===== config.mk =====
export PLATFORM = sky130hd
export DESIGN_NAME = riscv_decode_queue_flat
export DESIGN_NICKNAME = d
export VERILOG_FILES = /design/src/rtl/riscv_decode_queue_if.sv /design/src/rtl/riscv_decode_queue.sv /design/src/flat_wrapper.sv
export SDC_FILE = /design/constraint.sdc
export NUM_CORES = 1
export LEC_CHECK = 0
export CAP_MARGIN = 20
export CORE_MARGIN = 2
export CORE_UTILIZATION = 35
export DETAILED_ROUTE_END_ITERATION = 6
export PLACE_DENSITY = 0.59
export SLEW_MARGIN = 25
export SYNTH_ARGS = -nofsm -noshare
export SYNTH_HDL_FRONTEND = slang
export SYNTH_SLANG_ARGS = --single-unit

===== constraint.sdc =====
create_clock -name clk_i -period 6.8 [get_ports clk_i]
set_clock_uncertainty 0.1 [all_clocks]
set_input_delay 1.36 -clock clk_i [delete_from_list [all_inputs] [get_ports clk_i]]
set_output_delay 1.36 -clock clk_i [all_outputs]
set_load 0.05 [all_outputs]

===== src/rtl/riscv_decode_queue_if.sv =====
// Fetch-side and issue-side handshake bundle of the decode queue.
// The queue itself connects through the slave modport; fetch and the issue targets use master.
interface riscv_decode_queue_if;
    logic        fetch_valid_i;
    logic [31:0] fetch_instr_i;
    logic [31:0] fetch_pc_i;
    logic        fetch_accept_o;
    logic        issue_valid_o;
    logic        issue_accept_i;
    logic [31:0] issue_instr_o;
    logic [31:0] issue_pc_o;
    logic [1:0]  issue_unit_o;
    logic        issue_illegal_o;
    logic [4:0]  issue_rd_idx_o;
    logic [4:0]  issue_ra_idx_o;
    logic [4:0]  issue_rb_idx_o;

    modport slave (
        input  fetch_valid_i, fetch_instr_i, fetch_pc_i, issue_accept_i,
        output fetch_accept_o, issue_valid_o, issue_instr_o, issue_pc_o,
        output issue_unit_o, issue_illegal_o, issue_rd_idx_o, issue_ra_idx_o, issue_rb_idx_o
    );

    modport master (
        output fetch_valid_i, fetch_instr_i, fetch_pc_i, issue_accept_i,
        input  fetch_accept_o, issue_valid_o, issue_instr_o, issue_pc_o,
        input  issue_unit_o, issue_illegal_o, issue_rd_idx_o, issue_ra_idx_o, issue_rb_idx_o
    );
endinterface


===== src/rtl/riscv_decode_queue.sv =====
// Pre-decoding instruction queue between fetch and the execution units, with a
// register scoreboard that stalls the head on RAW/WAW hazards and a branch flush.
module riscv_decode_queue #(
    parameter int DEPTH          = 2,
    parameter bit SUPPORT_MULDIV = 1'b1
) (
    input  logic                         clk_i,
    input  logic                         rst_i,
    riscv_decode_queue_if.slave          q_if,
    input  logic                         flush_i,
    input  logic                         wb_valid_i,
    input  logic [4:0]                   wb_idx_i,
    output logic [$clog2(DEPTH+1)-1:0]   occupancy_o
);
    localparam int PTR_W = $clog2(DEPTH);
    localparam int CNT_W = $clog2(DEPTH + 1);

    localparam logic [1:0] UNIT_EXEC   = 2'd0;
    localparam logic [1:0] UNIT_LSU    = 2'd1;
    localparam logic [1:0] UNIT_CSR    = 2'd2;
    localparam logic [1:0] UNIT_MULDIV = 2'd3;

    localparam logic [6:0] OPC_OP     = 7'b0110011;
    localparam logic [6:0] OPC_OP_IMM = 7'b0010011;
    localparam logic [6:0] OPC_BRANCH = 7'b1100011;
    localparam logic [6:0] OPC_JAL    = 7'b1101111;
    localparam logic [6:0] OPC_JALR   = 7'b1100111;
    localparam logic [6:0] OPC_LUI    = 7'b0110111;
    localparam logic [6:0] OPC_AUIPC  = 7'b0010111;
    localparam logic [6:0] OPC_LOAD   = 7'b0000011;
    localparam logic [6:0] OPC_STORE  = 7'b0100011;
    localparam logic [6:0] OPC_SYSTEM = 7'b1110011;

    typedef struct packed {
        logic [31:0] instr;
        logic [31:0] pc;
        logic [1:0]  unit;
        logic        illegal;
        logic        uses_ra;
        logic        uses_rb;
        logic        writes_rd;
    } entry_t;

    entry_t             queue_mem [DEPTH];
    logic [PTR_W-1:0]   head_reg, tail_reg;
    logic [CNT_W-1:0]   count_reg;
    logic [31:0]        busy_reg, busy_next;
    logic [31:0]        sb_set, sb_clr;

    entry_t             push_entry, head_entry;
    logic               empty, hazard, issue_valid, fetch_accept;
    logic               push_fire, pop_fire;
    logic [6:0]         push_opcode;
    logic [4:0]         head_ra, head_rb, head_rd;

    // Pre-decode happens once, on the way into the queue.
    assign push_opcode = q_if.fetch_instr_i[6:0];

    always_comb begin
        push_entry           = '0;
        push_entry.instr     = q_if.fetch_instr_i;
        push_entry.pc        = q_if.fetch_pc_i;
        push_entry.unit      = UNIT_CSR;
        push_entry.illegal   = 1'b1;
        if (q_if.fetch_instr_i[1:0] == 2'b11) begin
            case (push_opcode)
                OPC_OP: begin
                    if (q_if.fetch_instr_i[31:25] == 7'b0000001) begin
                        if (SUPPORT_MULDIV) begin
                            push_entry.unit    = UNIT_MULDIV;
                            push_entry.illegal = 1'b0;
                        end
                    end else begin
                        push_entry.unit    = UNIT_EXEC;
                        push_entry.illegal = 1'b0;
                    end
                end
                OPC_OP_IMM, OPC_BRANCH, OPC_JAL, OPC_JALR, OPC_LUI, OPC_AUIPC: begin
                    push_entry.unit    = UNIT_EXEC;
                    push_entry.illegal = 1'b0;
                end
                OPC_LOAD, OPC_STORE: begin
                    push_entry.unit    = UNIT_LSU;
                    push_entry.illegal = 1'b0;
                end
                OPC_SYSTEM: begin
                    push_entry.unit    = UNIT_CSR;
                    push_entry.illegal = 1'b0;
                end
                default: ;
            endcase
        end
        if (!push_entry.illegal) begin
            push_entry.uses_ra   = !(push_opcode inside {OPC_LUI, OPC_AUIPC, OPC_JAL});
            push_entry.uses_rb   = push_opcode inside {OPC_OP, OPC_BRANCH, OPC_STORE};
            push_entry.writes_rd = !(push_opcode inside {OPC_BRANCH, OPC_STORE})
                                   && (q_if.fetch_instr_i[11:7] != 5'd0);
        end
    end

    assign empty        = (count_reg == '0);
    assign fetch_accept = (count_reg != CNT_W'(DEPTH));
    assign head_entry   = queue_mem[head_reg];
    assign head_ra      = head_entry.instr[19:15];
    assign head_rb      = head_entry.instr[24:20];
    assign head_rd      = head_entry.instr[11:7];

    assign hazard = (head_entry.uses_ra && (head_ra != 5'd0) && busy_reg[head_ra])
                 || (head_entry.uses_rb && (head_rb != 5'd0) && busy_reg[head_rb])
                 || (head_entry.writes_rd && busy_reg[head_rd]);

    assign issue_valid = !empty && !hazard;
    assign push_fire   = q_if.fetch_valid_i && fetch_accept && !flush_i;
    assign pop_fire    = issue_valid && q_if.issue_accept_i && !flush_i;

    assign q_if.fetch_accept_o  = fetch_accept;
    assign q_if.issue_valid_o   = issue_valid;
    assign q_if.issue_instr_o   = empty ? 32'd0 : head_entry.instr;
    assign q_if.issue_pc_o      = empty ? 32'd0 : head_entry.pc;
    assign q_if.issue_unit_o    = empty ? 2'd0  : head_entry.unit;
    assign q_if.issue_illegal_o = empty ? 1'b0  : head_entry.illegal;
    assign q_if.issue_rd_idx_o  = empty ? 5'd0  : head_rd;
    assign q_if.issue_ra_idx_o  = empty ? 5'd0  : head_ra;
    assign q_if.issue_rb_idx_o  = empty ? 5'd0  : head_rb;
    assign occupancy_o          = count_reg;

    always_ff @(posedge clk_i) begin
        if (push_fire) begin
            queue_mem[tail_reg] <= push_entry;
        end
    end

    always_ff @(posedge clk_i) begin
        if (rst_i || flush_i) begin
            head_reg  <= '0;
            tail_reg  <= '0;
            count_reg <= '0;
        end else begin
            if (push_fire) tail_reg <= tail_reg + PTR_W'(1);
            if (pop_fire)  head_reg <= head_reg + PTR_W'(1);
            case ({push_fire, pop_fire})
                2'b10:   count_reg <= count_reg + CNT_W'(1);
                2'b01:   count_reg <= count_reg - CNT_W'(1);
                default: ;
            endcase
        end
    end

    // writes_rd is never set for rd=0 and wb to x0 is filtered, so busy[0] stays clear.
    always_comb begin
        sb_set = '0;
        sb_clr = '0;
        if (pop_fire && head_entry.writes_rd) sb_set[head_rd] = 1'b1;
        if (wb_valid_i && (wb_idx_i != 5'd0)) sb_clr[wb_idx_i] = 1'b1;
    end

    generate
        for (genvar gi = 0; gi < 32; gi++) begin : g_busy
            // A same-cycle issue claim outranks the writeback release.
            assign busy_next[gi] = sb_set[gi] | (busy_reg[gi] & ~sb_clr[gi]);
        end
    endgenerate

    always_ff @(posedge clk_i) begin
        if (rst_i) begin
            busy_reg <= '0;
        end else begin
            busy_reg <= busy_next;
        end
    end
endmodule


===== src/flat_wrapper.sv =====
// flat-port wrapper written by rule: the top's interface ports become plain ports
module riscv_decode_queue_flat 
#(
    parameter int DEPTH          = 2,
    parameter bit SUPPORT_MULDIV = 1'b1
)
  (clk_i, rst_i, flush_i, wb_valid_i, wb_idx_i, occupancy_o, q_if_fetch_valid_i, q_if_fetch_instr_i, q_if_fetch_pc_i, q_if_issue_accept_i, q_if_fetch_accept_o, q_if_issue_valid_o, q_if_issue_instr_o, q_if_issue_pc_o, q_if_issue_unit_o, q_if_issue_illegal_o, q_if_issue_rd_idx_o, q_if_issue_ra_idx_o, q_if_issue_rb_idx_o);
  riscv_decode_queue_if q_if_i ();
  input  logic clk_i;
  input  logic rst_i;
  input  logic flush_i;
  input  logic wb_valid_i;
  input  logic [4:0] wb_idx_i;
  output logic [$clog2(DEPTH+1)-1:0] occupancy_o;
  input wire logic [$bits(q_if_i.fetch_valid_i)-1:0] q_if_fetch_valid_i;
  input wire logic [$bits(q_if_i.fetch_instr_i)-1:0] q_if_fetch_instr_i;
  input wire logic [$bits(q_if_i.fetch_pc_i)-1:0] q_if_fetch_pc_i;
  input wire logic [$bits(q_if_i.issue_accept_i)-1:0] q_if_issue_accept_i;
  output wire logic [$bits(q_if_i.fetch_accept_o)-1:0] q_if_fetch_accept_o;
  output wire logic [$bits(q_if_i.issue_valid_o)-1:0] q_if_issue_valid_o;
  output wire logic [$bits(q_if_i.issue_instr_o)-1:0] q_if_issue_instr_o;
  output wire logic [$bits(q_if_i.issue_pc_o)-1:0] q_if_issue_pc_o;
  output wire logic [$bits(q_if_i.issue_unit_o)-1:0] q_if_issue_unit_o;
  output wire logic [$bits(q_if_i.issue_illegal_o)-1:0] q_if_issue_illegal_o;
  output wire logic [$bits(q_if_i.issue_rd_idx_o)-1:0] q_if_issue_rd_idx_o;
  output wire logic [$bits(q_if_i.issue_ra_idx_o)-1:0] q_if_issue_ra_idx_o;
  output wire logic [$bits(q_if_i.issue_rb_idx_o)-1:0] q_if_issue_rb_idx_o;
  assign q_if_i.fetch_valid_i = q_if_fetch_valid_i;
  assign q_if_i.fetch_instr_i = q_if_fetch_instr_i;
  assign q_if_i.fetch_pc_i = q_if_fetch_pc_i;
  assign q_if_i.issue_accept_i = q_if_issue_accept_i;
  assign q_if_fetch_accept_o = q_if_i.fetch_accept_o;
  assign q_if_issue_valid_o = q_if_i.issue_valid_o;
  assign q_if_issue_instr_o = q_if_i.issue_instr_o;
  assign q_if_issue_pc_o = q_if_i.issue_pc_o;
  assign q_if_issue_unit_o = q_if_i.issue_unit_o;
  assign q_if_issue_illegal_o = q_if_i.issue_illegal_o;
  assign q_if_issue_rd_idx_o = q_if_i.issue_rd_idx_o;
  assign q_if_issue_ra_idx_o = q_if_i.issue_ra_idx_o;
  assign q_if_issue_rb_idx_o = q_if_i.issue_rb_idx_o;
  riscv_decode_queue #(.DEPTH(DEPTH), .SUPPORT_MULDIV(SUPPORT_MULDIV)) u_core (.clk_i(clk_i), .rst_i(rst_i), .q_if(q_if_i), .flush_i(flush_i), .wb_valid_i(wb_valid_i), .wb_idx_i(wb_idx_i), .occupancy_o(occupancy_o));
endmodule

=== Yosys cells after proc, flatten, opt, wreduce, memory -nomap -nowiden ===
Memories as Yosys holds them, arrays and structs flattened. A register that Yosys moved wholly into a read port is not among the register bits.
Cells that the tools add are included.

* Memories kept: 1
* Output and inout bits: 86
* Logic and storage cells: 188
* Flip-flop bits (word level): 36
* Memory bits (writable): 140

* $lt $le $gt $ge: 6
* Mux-type cells: 28
* $add $sub $neg: 4
* Bitwise gates (word level): 96
* Reduce and logical (&&, ||, !) cells: 34
* Equal/unequal tests: 15

{| class="wikitable"
|+ Memory list
! name !! depth !! bits a word !! rd ports !! clocked after Yosys merged registers in !! write ports !! line !! source
|-
| u_core.queue_mem || 2 || 70 || 1 || 1 || 1 || riscv_decode_queue.sv:44 || <nowiki>entry_t queue_mem [DEPTH];</nowiki>
|}

{| class="wikitable"
|+ Operators with widths
! operator !! number
|-
| 32-bit 2-to-1 mux || 4
|-
| 1-bit AND || 32
|-
| 1-bit inverter || 32
|-
| 1-bit OR || 32
|-
| 7-bit == test, second input constant || 4
|-
| 5-bit by 6-bit less-than comparator with 1-bit output, second input constant || 4
|-
| 7-bit by 6-bit == test with 1-bit output, second input constant || 3
|-
| 5-bit nonzero test || 4
|-
| 1-bit binary-select mux with 5-bit select || 3
|-
| 1-bit logical AND || 15
|-
| 5-bit 2-to-1 mux || 3
|-
| 7-bit by 5-bit == test with 1-bit output, second input constant || 2
|-
| 3-bit case mux with 4 select lines || 1
|-
| 1-bit demux with 5-bit select || 2
|-
| 5-bit by 1-bit greater-or-equal comparator with 1-bit output, second input constant || 2
|-
| 1-bit 2-to-1 mux || 10
|-
| 3-bit 2-to-1 mux || 3
|-
| 7-bit by 1-bit == test with 1-bit output, second input constant || 1
|-
| 7-bit by 2-bit == test with 1-bit output, second input constant || 1
|-
| 3-bit nonzero test || 2
|-
| 6-bit OR reduction || 1
|-
| 1-bit zero test || 5
|-
| 2-bit == test, second input constant || 2
|-
| 2-bit case mux with 2 select lines || 1
|-
| 10 further kinds || 14
|}

=== Depth between registers and ports, before layout ===
Gate-level depths: netlist (run 1).

* Word-level depth: 12
* Gate-level depth with buffers: 13
* Gate-level depth less buffers: 8

=== Worst setup path before layout (run 1) ===
OpenSTA, ideal clock, no wires.

* Path type: input -> register
* Start: input q_if_fetch_valid_i
* End: memory u_core.queue_mem[1][0] (netlist bit), enable pin
* Stages: 2
* Data required time: 6,100 ps
* Library setup time: 600 ps
* Buffers on the path: 0
* Arrival: 6,600 ps
* Slack: -500 ps
* Cells stage by stage: nand2_1 nor3b_1

* Cells in the longest elaborated chain, start to end: 4

{| class="wikitable"
|+ Ends and longest elaborated chain
! element !! line !! source
|-
| start: declaration || flat_wrapper.sv:15 || <nowiki>input wire logic [$bits(q_if_i.fetch_valid_i)-1:0] q_if_fetch_valid_i;</nowiki>
|-
| 1-bit logical AND (2 in a row) || riscv_decode_queue.sv:113 || <nowiki>assign push_fire = q_if.fetch_valid_i && fetch_accept && !flush_i;</nowiki>
|-
| 1-bit 2-to-1 mux || riscv_decode_queue.sv:128 || <nowiki>if (push_fire) begin</nowiki>
|-
| 1-bit 2-to-1 mux (implied by the code) || riscv_decode_queue.sv:129 || <nowiki>queue_mem[tail_reg] <= push_entry;</nowiki>
|-
| end: declaration || riscv_decode_queue.sv:44 ||
|}

Every way passes these cells.

==> metrics.yaml, run 1 <==
floorplan:
  ios: 161
  design.core.area_sq_um: 24500
  fp-row-count: 57
  die_y_um: 162
  start_util: 0.358
  die_w_um: 162
  die-area_sq_um: 26300
cts:
  cts_buffers: 17
  ctsHtreeMaxLevel: 4
  postCtsSetupBuffers: 0
  cts_tree: "done"
  cts_buffer_depth: 2
  ctsHoldBuffers: 0
  clk_pin_slew_ps: 70
  cts_resized: 0
  clock_latency_ps: 440
  root_buffer: "clkbuf_16"
  cts.sinks: 177
final_layout:
  n_antenna_cell: 0
  fin_nets: 982
  fin_cells: 1244
  largest_reg_flops: 140
  syn_to_final_growth_pct: 27.7
  multi_input_area_sq_um: 3490
  drive_gt1_frac: 0.0761
  n_fill_cell: 2255
  ff_latch_area_sq_um: 4950
setup_path:
  max_stage_delay_ps: 860
  worst-setup-path-type: "flop to primary output"
  critPathArrivalTime_ps: 4340
  cp_max_fo: 59
  reg2reg_to: "u_core.busy_reg[6]"
  cp_cell_sequence: "mux2i_2, mux2i_1, mux4_2, nand2_1, and3b_1, a211oi_4, and3_1, clkdlybuf4s50_1"
  worstPathRequired_ps: 5340
  critPathLaunchType: "flop"
  endpoint_kind: "primary output"
  rrSetupSlack_ps: 3010
  slowest_stage: "dfxtp_4"
  r2r_cells: 9
synth:
  synth.largest_area_cell: "edfxtp_1"
  synth_most_common_cell: "edfxtp_1"
  ys_seq_area_frac: 0.565
  synth_area_leaders: "edfxtp_1 (48%), mux2i_1 (8.6%), dfxtp_1 (8.5%)"
  synth_top_area_frac: 0.480
  synth_cell_type_count: 63
  ys.flop_type: "edfxtp_1"
  synth_nets: 845
  async_flop_share: 0
  synth_common_cells: "edfxtp_1 (140), nor2_1 (93), mux2i_1 (75)"
  avgSynthCellArea_sq_um: 11.4
  mappedNetlistArea_sq_um: 8750
  syn_inst: 770
  synth_edf_count: 140
  yosys_register_bits: 177
  yosys_warnings: 0
sta:
  finalCritPeriodShare: 0.853
  finalSetupViolCount: 0
  setup-tns-final_ps: 0
  max-slew-margin-rel: 0.323
  worst_pin_slew_ps: 1020
  final.min_clock_period_ps: 5800
  max_freq_mhz: 172
  finalHoldViolCount: 0
  rsz0062_at_grt: "false"
  slew_violations: 0
drt:
  dr.pass1.iters: 7
  via_per_inst: 5.30
  drt-initial-drc-count: 698
  vias: 6591
  wl_um: 24500
  ant_nets: 0
  wl_per_cell_um: 19.7
  drc: 0
global_route:
  track_usage: 0.187
  grt_max_degree: 71
  grt_pass1_vias: 6500
  grt_pass1_wl_um: 37500
  overflow: 0
  antenna_found_initial: 1
flow_run:
  cap_viol_max_count: 0
hold_path:
  hp-class: "flop to flop"
  hp-start: "u_core.busy_reg[0]"
  holdPathEnd: "u_core.busy_reg[0]"
  min_path_cells: 2
placement:
  dp_hpwl_um: 16900
  io_buffers: 160
  dp.cells: 1212
  gp_congestion: 0.899
power:
  total_leakage_power_uw: 0.00352
  pwr_density_cell_nw_per_um2: 228
  ir_worst_vdd_mv: 0.124
outcome:
  outcome: "finished clean"
cell usage in the layout (no fill, tap or decap), types with 4 or more instances in the layout:
cell type        count
nand2_1             70
mux2i_1             75
and2_1               5
buf_4                7
or2_2                4
a31oi_1              6
nand2b_1            12
nor2b_1             36
nand3_1              9
nor3_1               4
nand3b_1            18
o31ai_1             28
mux2_2               7
edfxtp_1           140
a21oi_1             25
dfxtp_1             36
clkbuf_16           17
inv_8                5
o21ai_0             37
clkinv_8             4
and3_1               6
inv_1               13
o22ai_1             16
a22o_1               5
nor2_1              92
clkdlybuf4s50_1    160
nand4_1              5
mux4_2               5
nor3b_1              6
cell type report:
type	instances	area share
sequential	177	0.443
inverter	13	0.00437
clock inverter	15	0.0175
tap	324	0.0363
multi-input combinational	531	0.313
timing repair buffer	167	0.148
clock buffer	17	0.0381
cell families after synthesis:
logic type / after synthesis / synth area share
xor gates and xnor gates: 1 / 0.00100
and+or+nand+nor: 284 / 0.162
DFF: 177 / 0.565
muxes: 90 / 0.113
AOI/OAI and AO/OA: 156 / 0.120
buffers and inverters: 62 / 0.0392
stage by stage:
stage	hold slack [ps]	area, sq um	setup slack [ps]	utilization	power [uW]
finish	372	11200	999	0.457	2540
floorplan	339	8760	1990	-	1430
global placement	369	10500	1500	0.431	1550
global route	390	11200	766	0.457	2620
detailed placement	363	10500	1460	0.431	1560
CTS	373	11200	989	0.457	2560
worst max path at each step:
stage,start,to,depth (start not counted)
floorplan,u_core.occupancy_o[0],u_core.queue_mem[1][0],3
global placement,flop,q_if_issue_valid_o,8
detailed placement,flop,q_if_issue_valid_o,8
CTS,flop,q_if_issue_valid_o,8
global route,flop,q_if_issue_valid_o,8
finish,flop,q_if_issue_valid_o,8
where the power goes:
group	switching, uW	internal, uW	total [uW]
sequential	15.4	1200	1210
combinational	201	119	320
clock	502	509	1010
total	718	1820	2540
per-layer routing:
metal / wire length (um) / vias up / GRT usage
met3: 1510 / 33 / 0.0490
met1: 11000 / 3197 / 0.253
li1: - / 3134 / -
met2: 11500 / 225 / 0.294
met4: 461 / 2 / 0.0575
met5: 13 / - / 0
critical path: cells and delay by family, from the launching register on:
family,cells,cell delay [ps]
simple gates,3,570
compound gates,1,480
mux,3,1180
flops,1,860
buf+inv,1,800
Note: power is estimated with default switching activity, not from simulation.
==> run 2: changes to the inputs <==
--- a/config.mk
+++ b/config.mk
@@ -9,6 +9,7 @@
 export CORE_MARGIN = 2
 export CORE_UTILIZATION = 35
 export DETAILED_ROUTE_END_ITERATION = 6
+export HOLD_SLACK_MARGIN = 0.02
 export PLACE_DENSITY = 0.59
 export SLEW_MARGIN = 25
 export SYNTH_ARGS = -nofsm -noshare
==> results of run 2 <==
Same layout as run 1: the final DEF is identical, and so are final timing and power.
==> run 3: changes to the inputs <==
--- a/config.mk
+++ b/config.mk
@@ -11,6 +11,8 @@
 export DETAILED_ROUTE_END_ITERATION = 6
 export HOLD_SLACK_MARGIN = 0.02
 export PLACE_DENSITY = 0.59
+export SETUP_SLACK_MARGIN = 0.05
+export SKIP_LAST_GASP = 1
 export SLEW_MARGIN = 25
 export SYNTH_ARGS = -nofsm -noshare
 export SYNTH_HDL_FRONTEND = slang
==> results of run 3 <==
Same layout as run 1: the final DEF is identical, and so are final timing and power.
